### config.mk
export PLATFORM = sky130hd
export DESIGN_NAME = nn_layer_sequencer
export DESIGN_NICKNAME = d
export VERILOG_FILES = /design/src/rtl/nn_layer_sequencer.sv
export SDC_FILE = /design/constraint.sdc
export NUM_CORES = 1
export LEC_CHECK = 0
export ABC_AREA = 1
export CAP_MARGIN = 10
export CORE_UTILIZATION = 45
export CTS_CLUSTER_SIZE = 14
export DETAILED_ROUTE_END_ITERATION = 8
export GPL_ROUTABILITY_DRIVEN = 0
export PLACE_DENSITY = 0.74
export SYNTH_ARGS = -nofsm -noshare
export SYNTH_HDL_FRONTEND = slang
export SYNTH_SLANG_ARGS = --single-unit
### constraint.sdc
create_clock -name Clk -period 13.3 [get_ports Clk]
set_input_delay 1.995 -clock Clk [delete_from_list [all_inputs] [get_ports Clk]]
set_output_delay 1.995 -clock Clk [all_outputs]
set_load 0.03 [all_outputs]
### src/rtl/nn_layer_sequencer.sv
// Layer sequencer for the shared 784-30-15-10 fully-connected datapath.
// Walks one input element per clock through L1, L2 and L3, then pulses done.
module nn_layer_sequencer #(
  parameter int L1_IN  = 784,
  parameter int L1_OUT = 30,
  parameter int L2_OUT = 15,
  parameter int L3_OUT = 10,
  parameter int IDX_W  = 10,
  parameter int ADDR_W = 15
) (
  input  logic              Clk,
  input  logic              Rst_n,
  input  logic              start,
  input  logic              abort,
  output logic              busy,
  output logic              done,
  output logic [1:0]        layer,
  output logic [IDX_W-1:0]  in_idx,
  output logic [ADDR_W-1:0] w_addr,
  output logic              bias_sel,
  output logic              acc_en,
  output logic              act_latch,
  output logic              relu_en
);

  typedef enum logic [2:0] {
    IDLE,
    L1,
    L2,
    L3,
    FIN
  } state_t;

  state_t           state;
  logic [IDX_W-1:0] idx;
  logic [IDX_W-1:0] last_idx;
  logic [31:0]      out_cnt;
  logic             last;

  // Per-layer input bound and weight-row stride.
  always_comb begin
    last_idx = '0;
    out_cnt  = '0;
    unique case (state)
      L1: begin
        last_idx = IDX_W'(L1_IN - 1);
        out_cnt  = 32'(L1_OUT);
      end
      L2: begin
        last_idx = IDX_W'(L1_OUT - 1);
        out_cnt  = 32'(L2_OUT);
      end
      L3: begin
        last_idx = IDX_W'(L2_OUT - 1);
        out_cnt  = 32'(L3_OUT);
      end
      default: ;
    endcase
  end

  assign last = (idx == last_idx);

  always_ff @(posedge Clk or negedge Rst_n) begin
    if (!Rst_n) begin
      state <= IDLE;
      idx   <= '0;
    end else if (abort) begin
      state <= IDLE;
      idx   <= '0;
    end else begin
      unique case (state)
        IDLE: begin
          idx <= '0;
          if (start) state <= L1;
        end
        L1: begin
          idx <= last ? '0 : idx + IDX_W'(1);
          if (last) state <= L2;
        end
        L2: begin
          idx <= last ? '0 : idx + IDX_W'(1);
          if (last) state <= L3;
        end
        L3: begin
          idx <= last ? '0 : idx + IDX_W'(1);
          if (last) state <= FIN;
        end
        FIN: begin
          idx   <= '0;
          state <= IDLE;
        end
        default: begin
          idx   <= '0;
          state <= IDLE;
        end
      endcase
    end
  end

  // Outputs are pure decodes of state/idx, so reset clears them at once.
  always_comb begin
    layer = 2'd0;
    unique case (state)
      L1:      layer = 2'd1;
      L2:      layer = 2'd2;
      L3:      layer = 2'd3;
      default: layer = 2'd0;
    endcase
  end

  assign busy      = (state != IDLE);
  assign done      = (state == FIN);
  assign acc_en    = (layer != 2'd0);
  assign relu_en   = (state == L1) || (state == L2);
  assign in_idx    = idx;
  assign bias_sel  = acc_en && (idx == '0);
  assign act_latch = relu_en && last;
  assign w_addr    = ADDR_W'(32'(idx) * out_cnt);

endmodule

==> flow_summary_export.csv <==
group,metric,value,unit
synth,syn_area_per_cell,7.130,sq um
worst_setup_path,critPathLaunchType,"flop",
sta,tns,0,ns
worst_setup_path,cp.required,11.31,ns
worst_setup_path,worstSetupPathType,"reg2out",
synth,ys_ff_latch,13,
sta,tightest_slew,0.5895,ns
route,vias_per_cell,5.005,
worst_setup_path,cp-end-kind,"output pin",
global_route,grt_usage,21.23,%
floorplanning,floorplan.initialDensity,46.77,%
global_route,grt_start_max_net_pins,15,
finish,synthToLayoutAreaGrowth,20.17,%
sta,setup_violations,0,
sta,worst_slew_margin_rel,60.58,%
worst_setup_path,arrival,5.09,ns
global_route,antenna_found_initial,0,
synth,ys_types,25,
clock_tree,cts_hold_buffers,0,
sta,slew_violations,0,
floorplanning,ios,37,
pwr,vdd_drop_max,123.5,uV
placed_design,numPortBuffers,36,
synth,synth_area_leaders,"fa_1 20%, ha_1 16%, dfrtp_1 14%",
synth,synth_area,0.002389,sq mm
clock_tree,post-cts-setup-buffers,0,
finish,layout.nets,434,
clock_tree,insertion_delay,0.24,ns
synth,synthCells,335,
route,first_pass_iters,4,
placed_design,dp_hpwl,4626,um
clock_tree,h-tree-depth,1,
clock_tree,root_buffer,"clkbuf_8",
floorplanning,core-area,0.005107,sq mm
floorplanning,die_x,74.86,um
route,wl_per_cell,12.21,um
clock_tree,clockBufferDepth,2,
floorplanning,rows,26,
sta,rsz0062_at_grt,"no",
finish,n_antenna_cell,0,
clock_tree,clk_pin_slew,0.06,ns
worst_setup_path,crit_fanout,6,
placed_design,dpl_cell_area,0.002825,sq mm
synth,muxShareOfSynthArea,0,%
route,drc_errors,0,
route,ant_nets,0,
synth,synth_top_family_by_area,"adder cells",
synth,yosysWarnings,0,
pwr,p_leak,0.001550,uW
clock_tree,cts.sink_count,13,
floorplanning,die-area,0.005603,sq mm
run_status,outcome,"finished, final reports clean",
pwr,power_density,96.89,mW/mm^2
synth,synthXorXnorAreaFrac,3.667,%
clock_tree,cts_made_buffers,3,
global_route,gr-total-overflow,0,
sta,timing.fmax,141.2,MHz
sta,fin_skew,0.004786,ns
flow_run,cap_violations,0,
synth,ys_seq_area_share,13.62,%
synth,synthAdderAreaFrac,36.35,%
finish,drive_gt1_share,3.743,%
sta,min_period,7.082,ns
sta,hold_viol,0,
clock_tree,cts-resized-gates,0,
route,vias,2222,
global_route,grt_pass1_wl,9108,um
global_route,grt_pass1_vias,2052,
synth,synthDominantCellAreaShare,20.12,%
clock_tree,cts_tree,"yes",
finish,design_area,0.002870,sq mm
sta,fin_crit_sh,53.25,%
synth,yosys.area.top_type,"fa_1",
route,wl,5422,um
synth,synth_compound_area_share,4.610,%
floorplanning,die_y,74.86,um
worst_hold_path,hp-class,"reg2reg",
route,drt_iter0_drc,98,
synth,syn_nets,394,
synth,yosys.area_share.simple,29.81,%
## worst paths after layout
kind,start,end,slack (ns),cells past startpoint
max in group asynchronous,Rst_n,in_idx[3]$_DFF_PN0_,10.79,1
setup reg to reg,state[2]$_DFFE_PN0P_,state[0]$_DFFE_PN0P_,10.88,10
hold reg to reg,in_idx[0]$_DFF_PN0_,in_idx[0]$_DFF_PN0_,0.59,1
setup / recovery,state[2]$_DFFE_PN0P_,w_addr[11],6.22,17
min in group asynchronous,Rst_n,state[1]$_DFFE_PN0P_,2.13,1
hold / removal,in_idx[0]$_DFF_PN0_,in_idx[0]$_DFF_PN0_,0.59,1
## per-layer routing
layer  track usage (%)  wire length [um]  vias to the layer above
met5                 0                 0                        -
met4             6.080               128                        0
met3             1.473               236                       10
met2             37.94              2588                       86
met1             27.65              2468                     1017
li1                  -                 -                     1109
## state kept, by name, summed over array words and instances (netlist names)
register  count
in_idx       10
state         3
## layout by cell type, fill, tap and decap left out, types with 2 or more instances in the layout
cell type / instances
nand3_1: 19
xor2_1: 10
nand2_1: 64
nor3_2: 3
dfrtp_1: 13
nor2_1: 61
a21oi_1: 8
nand2_2: 2
nand4_1: 6
clkdlybuf4s50_1: 36
clkbuf_8: 3
fa_1: 24
nor3_1: 3
inv_1: 72
o21ai_0: 8
ha_1: 31
## worst max-delay path, stage by stage, from the launching register on
cell             delay [ns]
dfrtp_1                0.47
inv_2                  0.13
nand2_2                0.07
nor2_1                 0.40
inv_1                  0.20
nor2_1                 0.18
fa_1                   0.44
fa_1                   0.52
inv_1                  0.05
fa_1                   0.53
inv_1                  0.04
ha_1                   0.36
a21oi_1                0.21
inv_1                  0.08
o21ai_0                0.27
nand4_1                0.13
nand2_1                0.09
clkdlybuf4s50_1        0.66
## layout make-up
cell class | instances | area (sq um)
clock buffer | 4 | 45.04
fill | 515 | 2237
inverter | 73 | 274.0
multi-input combinational | 248 | 1778
sequential | 13 | 325.3
tap | 70 | 87.58
timing repair buffer | 36 | 360.3
## synthesized netlist by cell type (all sizes together)
cell,count
a21o,1
a21oi,9
a31oi,1
buf,1
dfrtp,13
fa,24
ha,31
inv,73
nand2,66
nand3,21
nand3b,1
nand4,6
nor2,63
nor3,6
o21ai,8
o21bai,1
xor2,10
## cell families after synthesis
family | after synthesis
AND/OR/NAND/NOR | 163
buffers and inverters | 74
adder cells (fa/ha/maj) | 55
AO/OA/AOI/OAI | 20
flip-flops | 13
XOR/XNOR | 10
## metrics by stage
step                      worst slack [ns]  total power [uW]  utilization (%)  instances  hold WS [ns]
after detailed placement             6.476             242.0            55.32        440        0.5853
after global routing                 5.962             299.6            56.20        444        0.6350
after global placement               6.581             239.2            55.32        440        0.5765
final                                6.218             278.1            56.20        444        0.5944
after floorplan                      7.316             182.5                -        335        0.5690
after CTS                            6.201             278.5            56.20        444        0.5936
## power by group
part           switching [uW]  internal [uW]  leakage, uW  total, uW
Combinational             124           64.6      0.00135        189
Clock                    14.6           21.2    0.0000228       35.8
Sequential               9.09           44.4     0.000178       53.5
Note: power is estimated with default switching activity, not from simulation.
